`src/rtl/cam_view_addr.sv`:
```
// cam_view_addr: read-side view generator for the camera frame buffer.
// Maps VGA screen positions to frame RAM read addresses with integer
// upscaling, a movable window, a border colour and double-buffered banks.
// The pipeline has a fixed latency of 3 + RAM_LAT cycles from request to pixel.
module cam_view_addr #(
  parameter int CAM_SCREEN_X = 160,
  parameter int CAM_SCREEN_Y = 120,
  parameter int AW           = 15,
  parameter int DW           = 8,
  parameter int XW           = 10,
  parameter int YW           = 9,
  parameter int RAM_LAT      = 1
) (
  input  logic          clk,
  input  logic          rst,
  input  logic          pos_valid,
  input  logic [XW-1:0] VGA_posX,
  input  logic [YW-1:0] VGA_posY,
  input  logic [1:0]    scale_sel,
  input  logic [XW-1:0] off_x,
  input  logic [YW-1:0] off_y,
  input  logic [DW-1:0] border_color,
  input  logic          swap_req,
  output logic [AW:0]   ram_addr,
  input  logic [DW-1:0] ram_rdata,
  output logic [DW-1:0] px_out,
  output logic          px_valid,
  output logic          disp_bank,
  output logic          swap_done,
  output logic [7:0]    frame_cnt
);

  localparam logic [XW:0] CAM_X_L = (XW+1)'(CAM_SCREEN_X);
  localparam logic [YW:0] CAM_Y_L = (YW+1)'(CAM_SCREEN_Y);

  logic          frame_start;
  logic [1:0]    cfg_scale;
  logic [XW-1:0] cfg_off_x;
  logic [YW-1:0] cfg_off_y;
  logic [DW-1:0] cfg_border;
  logic          swap_pend;

  logic [1:0]    eff_scale;
  logic [XW-1:0] eff_off_x;
  logic [YW-1:0] eff_off_y;
  logic [DW-1:0] eff_border;

  logic [1:0]    shamt;
  logic [XW:0]   rx;
  logic [YW:0]   ry;
  logic [XW:0]   cx;
  logic [YW:0]   cy;
  logic          inwin;

  logic          s1_valid;
  logic          s1_inwin;
  logic [XW-1:0] s1_cx;
  logic [YW-1:0] s1_cy;
  logic [DW-1:0] s1_border;
  logic [AW-1:0] pix_idx;

  logic          dl_valid  [0:RAM_LAT];
  logic          dl_inwin  [0:RAM_LAT];
  logic [DW-1:0] dl_border [0:RAM_LAT];

  assign frame_start = pos_valid && (VGA_posX == '0) && (VGA_posY == '0);

  // The frame-start pixel must already see the new configuration, so the
  // live inputs bypass the latches on that one cycle.
  always_comb begin
    eff_scale  = frame_start ? scale_sel    : cfg_scale;
    eff_off_x  = frame_start ? off_x        : cfg_off_x;
    eff_off_y  = frame_start ? off_y        : cfg_off_y;
    eff_border = frame_start ? border_color : cfg_border;
  end

  // Per-frame configuration latch, swap bookkeeping and frame counter.
  always_ff @(posedge clk) begin
    if (rst) begin
      cfg_scale  <= 2'd0;
      cfg_off_x  <= '0;
      cfg_off_y  <= '0;
      cfg_border <= '0;
      swap_pend  <= 1'b0;
      disp_bank  <= 1'b0;
      swap_done  <= 1'b0;
      frame_cnt  <= 8'd0;
    end else if (frame_start) begin
      cfg_scale  <= scale_sel;
      cfg_off_x  <= off_x;
      cfg_off_y  <= off_y;
      cfg_border <= border_color;
      frame_cnt  <= frame_cnt + 8'd1;
      if (swap_pend || swap_req) begin
        disp_bank <= ~disp_bank;
        swap_done <= 1'b1;
        swap_pend <= 1'b0;
      end else begin
        swap_done <= 1'b0;
      end
    end else begin
      swap_done <= 1'b0;
      if (swap_req) swap_pend <= 1'b1;
    end
  end

  // Stage 1 combinational: window-relative coordinates, one bit wider so a
  // position left of / above the origin shows up as a set MSB.
  always_comb begin
    case (eff_scale)
      2'd1:    shamt = 2'd1;
      2'd2:    shamt = 2'd2;
      default: shamt = 2'd0;
    endcase
    rx    = {1'b0, VGA_posX} - {1'b0, eff_off_x};
    ry    = {1'b0, VGA_posY} - {1'b0, eff_off_y};
    cx    = rx >> shamt;
    cy    = ry >> shamt;
    inwin = ~rx[XW] && ~ry[YW] && (cx < CAM_X_L) && (cy < CAM_Y_L);
  end

  // Stage 1 register: reduced coordinates and window flag.
  always_ff @(posedge clk) begin
    if (rst) begin
      s1_valid  <= 1'b0;
      s1_inwin  <= 1'b0;
      s1_cx     <= '0;
      s1_cy     <= '0;
      s1_border <= '0;
    end else begin
      s1_valid  <= pos_valid;
      s1_inwin  <= inwin;
      s1_cx     <= cx[XW-1:0];
      s1_cy     <= cy[YW-1:0];
      s1_border <= eff_border;
    end
  end

  // Linear index; the window compare guarantees it fits in AW bits.
  assign pix_idx = AW'(s1_cy) * AW'(CAM_SCREEN_X) + AW'(s1_cx);

  // Stage 2: RAM address, holding when the pixel is border or idle.
  // disp_bank is already updated for the frame-start pixel here.
  always_ff @(posedge clk) begin
    if (rst) begin
      ram_addr <= '0;
    end else if (s1_valid && s1_inwin) begin
      ram_addr <= {disp_bank, pix_idx};
    end
  end

  // Delay line carrying valid/inwin/border alongside the RAM access.
  always_ff @(posedge clk) begin
    if (rst) begin
      for (int k = 0; k <= RAM_LAT; k++) begin
        dl_valid[k]  <= 1'b0;
        dl_inwin[k]  <= 1'b0;
        dl_border[k] <= '0;
      end
    end else begin
      dl_valid[0]  <= s1_valid;
      dl_inwin[0]  <= s1_inwin;
      dl_border[0] <= s1_border;
      for (int k = 1; k <= RAM_LAT; k++) begin
        dl_valid[k]  <= dl_valid[k-1];
        dl_inwin[k]  <= dl_inwin[k-1];
        dl_border[k] <= dl_border[k-1];
      end
    end
  end

  // Output stage: RAM data inside the window, border outside, hold when idle.
  always_ff @(posedge clk) begin
    if (rst) begin
      px_out   <= '0;
      px_valid <= 1'b0;
    end else begin
      px_valid <= dl_valid[RAM_LAT];
      if (dl_valid[RAM_LAT]) begin
        px_out <= dl_inwin[RAM_LAT] ? ram_rdata : dl_border[RAM_LAT];
      end
    end
  end

endmodule
```
`config.mk`:
```
export PLATFORM = sky130hd
export DESIGN_NAME = cam_view_addr
export DESIGN_NICKNAME = d
export VERILOG_FILES = /design/src/rtl/cam_view_addr.sv
export SDC_FILE = /design/constraint.sdc
export NUM_CORES = 1
export LEC_CHECK = 0
export ABC_AREA = 1
export BUFFER_PORTS_ARGS = -buffer_cell sky130_fd_sc_hd__buf_2
export CAP_MARGIN = 20
export CORE_MARGIN = 3
export CORE_UTILIZATION = 61
export CTS_CLUSTER_SIZE = 16
export DETAILED_ROUTE_END_ITERATION = 8
export GPL_TIMING_DRIVEN = 0
export PLACE_DENSITY = 0.95
export SYNTH_ARGS = -nofsm -noshare
export SYNTH_HDL_FRONTEND = slang
export SYNTH_SLANG_ARGS = --single-unit
```
`constraint.sdc`:
```
create_clock -name clk -period 7.57 [get_ports clk]
set_clock_uncertainty 0.15 [all_clocks]
set_input_delay 0.757 -clock clk [delete_from_list [all_inputs] [get_ports clk]]
set_output_delay 0.757 -clock clk [all_outputs]
set_load 0.02 [all_outputs]
```
==> summary.md <==
| Metric | Value |
|---|---|
| Layout Area Growth over Synthesis | 14.8% |
| Initial DRC Count | 346 |
| Post-synth EDFFs | 0 |
| Top achievable clock speed | approximately 240 MHz |
| Critical path endpoint category | flip-flop |
| Place WS | 3.06 ns |
| Internal Power | 0.770 mW |
| CTS Sinks | around 110 |
| Setup bufs post-CTS | 0 |
| Nets | between 900 and 1000 |
| Critical Path Start | VGA_posX[5] |
| I/O Buffers | 94 |
| Initial Util | between 60% and 70% |
| Power Density | ~170 mW/mm² |
| Synth Cell Area | around 0.0055 mm² |
| Detailed Routing Iterations Pass 1 | 5 |
| Crit share post-route | a little over half |
| Finished Cell Area | about 0.0063 mm² |
| Die width | 101 µm |
| Crit path capture | s1_inwin |
| Largest net degree at the start of global routing | 23 |
| Total wire length | approximately 13000 µm |
| GR Util All Layers | a little over a quarter |
| RSZ-0062 raised after global routing | false |
| Initial antenna violation count | 0 |
| Cell Area, Placed | 0.00613 mm² |
| Status | finished clean |
| Critical Path AT | 4.30 ns |
| Synth Instances | around 750 |
| Synth Net Count | approximately 850 |
| Core area | 0.00876 mm² |
| # diodes | 0 |
| VDD IR-drop max | 0.000112 V |
| Gate power share | ~15% |
| Post-synth top flop | dfxtp_1 |
| WL met1 | 5700 µm |
| Tightest Pin Transition | around 0.93 ns |
| Via count | ~5200 |
| Via/cell ratio | 5.40 |
| Final setup TNS | 0 ns |
| Register share of total power | about 52% |
| Layout cells sized above 1 | ~15% |
| Sw frac | a little under a third |
| Synth cell types | around 40 |
| Worst setup SP type | primary input |
| R2r startpoint | cfg_off_y[0] |
| Hold Path Origin | dl_border[0][0] |
| Syn_area_per_cell | 7.39 µm² |
| Worst rel slew slack | between 30% and 40% |
| Part of the power in the clock network | roughly 33% |
| Switching Power | between 0.3 and 0.4 mW |
| Residual DRC count | 0 |
| Crit Path Max Fanout | 10 |
| Post-CTS Resized | 0 |
| Leakage power figure | between 3 and 4 nW |
| Synth area leader | dfxtp_1 |
| Top cell type's share of synthesized area | 38.4% |
| Hold buffers post-CTS | 0 |
| DR WL met2 | ~6500 µm |
| Antenna violation net count after detailed routing | 0 |
| CTS tree | done |
| Synth cell count leaders | nor2_1, nand2_1, dfxtp_1 |
| Crit path kind | primary input to flip-flop |
| WP data required | 7.71 ns |
| Most frequent cell after synthesis | nor2_1 |
| Worst-Skew Late Latency | between 0.3 and 0.4 ns |
| Synthesis Warnings | 0 |
| H-tree Lvls | 3 |
| Vias in the first global route | 4725 |
| Clock slew at reported path FFs | between 0.1 and 0.15 ns |
| Final setup fails | 0 |
| Total grt overflow | 0 |
| Routability cong. | between 0.9 and 1 |
| Num ports | between 90 and 100 |
| Global-route wire length before repair | ~22000 µm |
| Max Root-Sink Buffers | 2 |
| Clk root buf | clkbuf_8 |
| Worst Hold Class | flip-flop to flip-flop |
| Maximum capacitance violations | 0 |
| Routed length on met3 | between 800 and 900 µm |
| Post-synthesis sequential element count | about 110 |
| DR top layer | met4 |
| Register-to-Register Setup Slack | 4.56 ns |
| HPWL after DPL | between 10000 and 15000 µm |
| Worst reg2reg endpoint | s1_inwin |
| Fin. max-slew vios | 0 |
| Total power | roughly 1.1 mW |
| Setup ws final | roughly 3.4 ns |
| Async SR Flop Fraction | 0% |
| Drt wl/cell | about 14 µm |
| Crit path time final | 4.16 ns |
| Synth top area cells | dfxtp_1, nor2_1, ha_1 |
| Worst Reg-to-Reg Cells | 18 |
| Die ar. | 0.0102 mm² |
| Hold Vio Cnt, Final | 0 |
| Inserted Clock Buffers | 9 |
| DIE HEIGHT | between 100 and 150 µm |
| Placement Rows | 34 |
| Post-synthesis sequential area ratio | 38.4% |
[power by group through the flow]
stage	clock network (mW)	logic, mW	registers (mW)
after detailed placement	0	0.164	0.586
final	0.366	0.168	0.574
after global routing	0.391	0.189	0.575
after CTS	0.371	0.166	0.573
after floorplan	0	0.110	0.587
after global placement	0	0.157	0.585
[cells in the final DEF (no fill, tap or decap), types with 2 or more instances in the layout]
master	n
ha_1	36
nand3_1	45
nor4_1	2
o21bai_1	2
nand4_1	6
or2_2	2
and2_1	2
clkbuf_8	9
inv_4	2
a21oi_1	52
a31oi_1	3
buf_2	99
o21ai_0	42
dfxtp_1	106
nand3b_1	2
inv_1	103
inv_2	2
nand2_2	3
nor2_1	121
nor2_2	2
nor2_4	2
xor2_1	18
o211ai_1	5
a211oi_1	13
clkbuf_1	16
nor3_1	6
mux2i_1	14
fa_1	4
a21o_1	2
clkinv_1	2
inv_8	4
xnor2_1	6
nand2_1	112
[how the worst min path moves through the flow]
stage | cells past startpoint | to | slack, ns
3_3_place_gp | 2 | dl_valid[0][1] | 0.24
3_5_place_dp | 2 | dl_border[0][13] | 0.24
2_1_floorplan | 2 | dl_border[0][10] | 0.24
5_1_grt | 2 | dl_border[0][13] | 0.27
4_1_cts | 2 | dl_border[0][8] | 0.25
6_report | 2 | dl_border[0][8] | 0.26
[routing by layer]
metal	GRT usage, %	vias up
met4	11.0	0
met1	33.3	2372
met5	0	-
met2	45.1	198
met3	4.68	31
li1	-	2617
[stage by stage]
stage / hold WS, ns / utilization [%] / instances
2_1_floorplan: 0.238 / - / 748
3_3_place_gp: 0.240 / 70.0 / 950
3_5_place_dp: 0.242 / 70.0 / 950
4_1_cts: 0.254 / 72.4 / 966
5_1_grt: 0.267 / 72.4 / 966
6_report: 0.259 / 72.4 / 966
[logic make-up (layout without fill, tap and decap cells)]
| logic type | count (synthesis) | count (layout) | share of synthesized area [%] |
|---|---|---|---|
| multiplexers | 14 | 14 | 2.54 |
| flip-flops | 106 | 106 | 38.4 |
| adder cells (fa/ha/maj) | 40 | 40 | 9.60 |
| XOR/XNOR | 24 | 24 | 3.80 |
| AO/OA/AOI/OAI | 122 | 122 | 12.2 |
| AND/OR/NAND/NOR | 310 | 310 | 24.1 |
| buffers and inverters | 132 | 242 | 9.31 |
[area by class of cell]
cell class,count,area [µm²]
fill,689,2420
inverter,109,414
buffer,23,100
sequential,106,2120
clock buffer,9,124
tap,108,135
multi-input combinational,510,2890
clock inverter,7,86.3
timing repair buffer,94,470
[registers in the layout, indices dropped and copies added, names as in the netlist]
name	flops
s1_cx	10
frame_cnt	8
disp_bank	1
s1_cy	9
cfg_off_x	10
cfg_off_y	9
swap_done	1
px_out	8
dl_valid	2
dl_border	16
swap_pend	1
s1_inwin	1
dl_inwin	2
s1_border	8
px_valid	1
ram_addr	16
cfg_scale	2
s1_valid	1
[critical path: stages]
cell	delay, ns
buf_2	0.11
nor2_2	0.14
nand2_1	0.11
nor2_4	0.16
nand3_4	0.14
inv_2	0.10
clkbuf_1	0.31
or2_2	0.18
inv_1	0.04
a21oi_1	0.18
ha_1	0.19
inv_1	0.07
fa_1	0.42
nand3_1	0.11
nand2_1	0.11
a21oi_1	0.14
o21ai_0	0.15
xor2_1	0.15
o21ai_0	0.10
o21ai_0	0.29
nand3_1	0.11
nand2_1	0.08
nor2_1	0.05
nand2_1	0.06
inv_1	0.04
(Power assumes the default switching activity.)
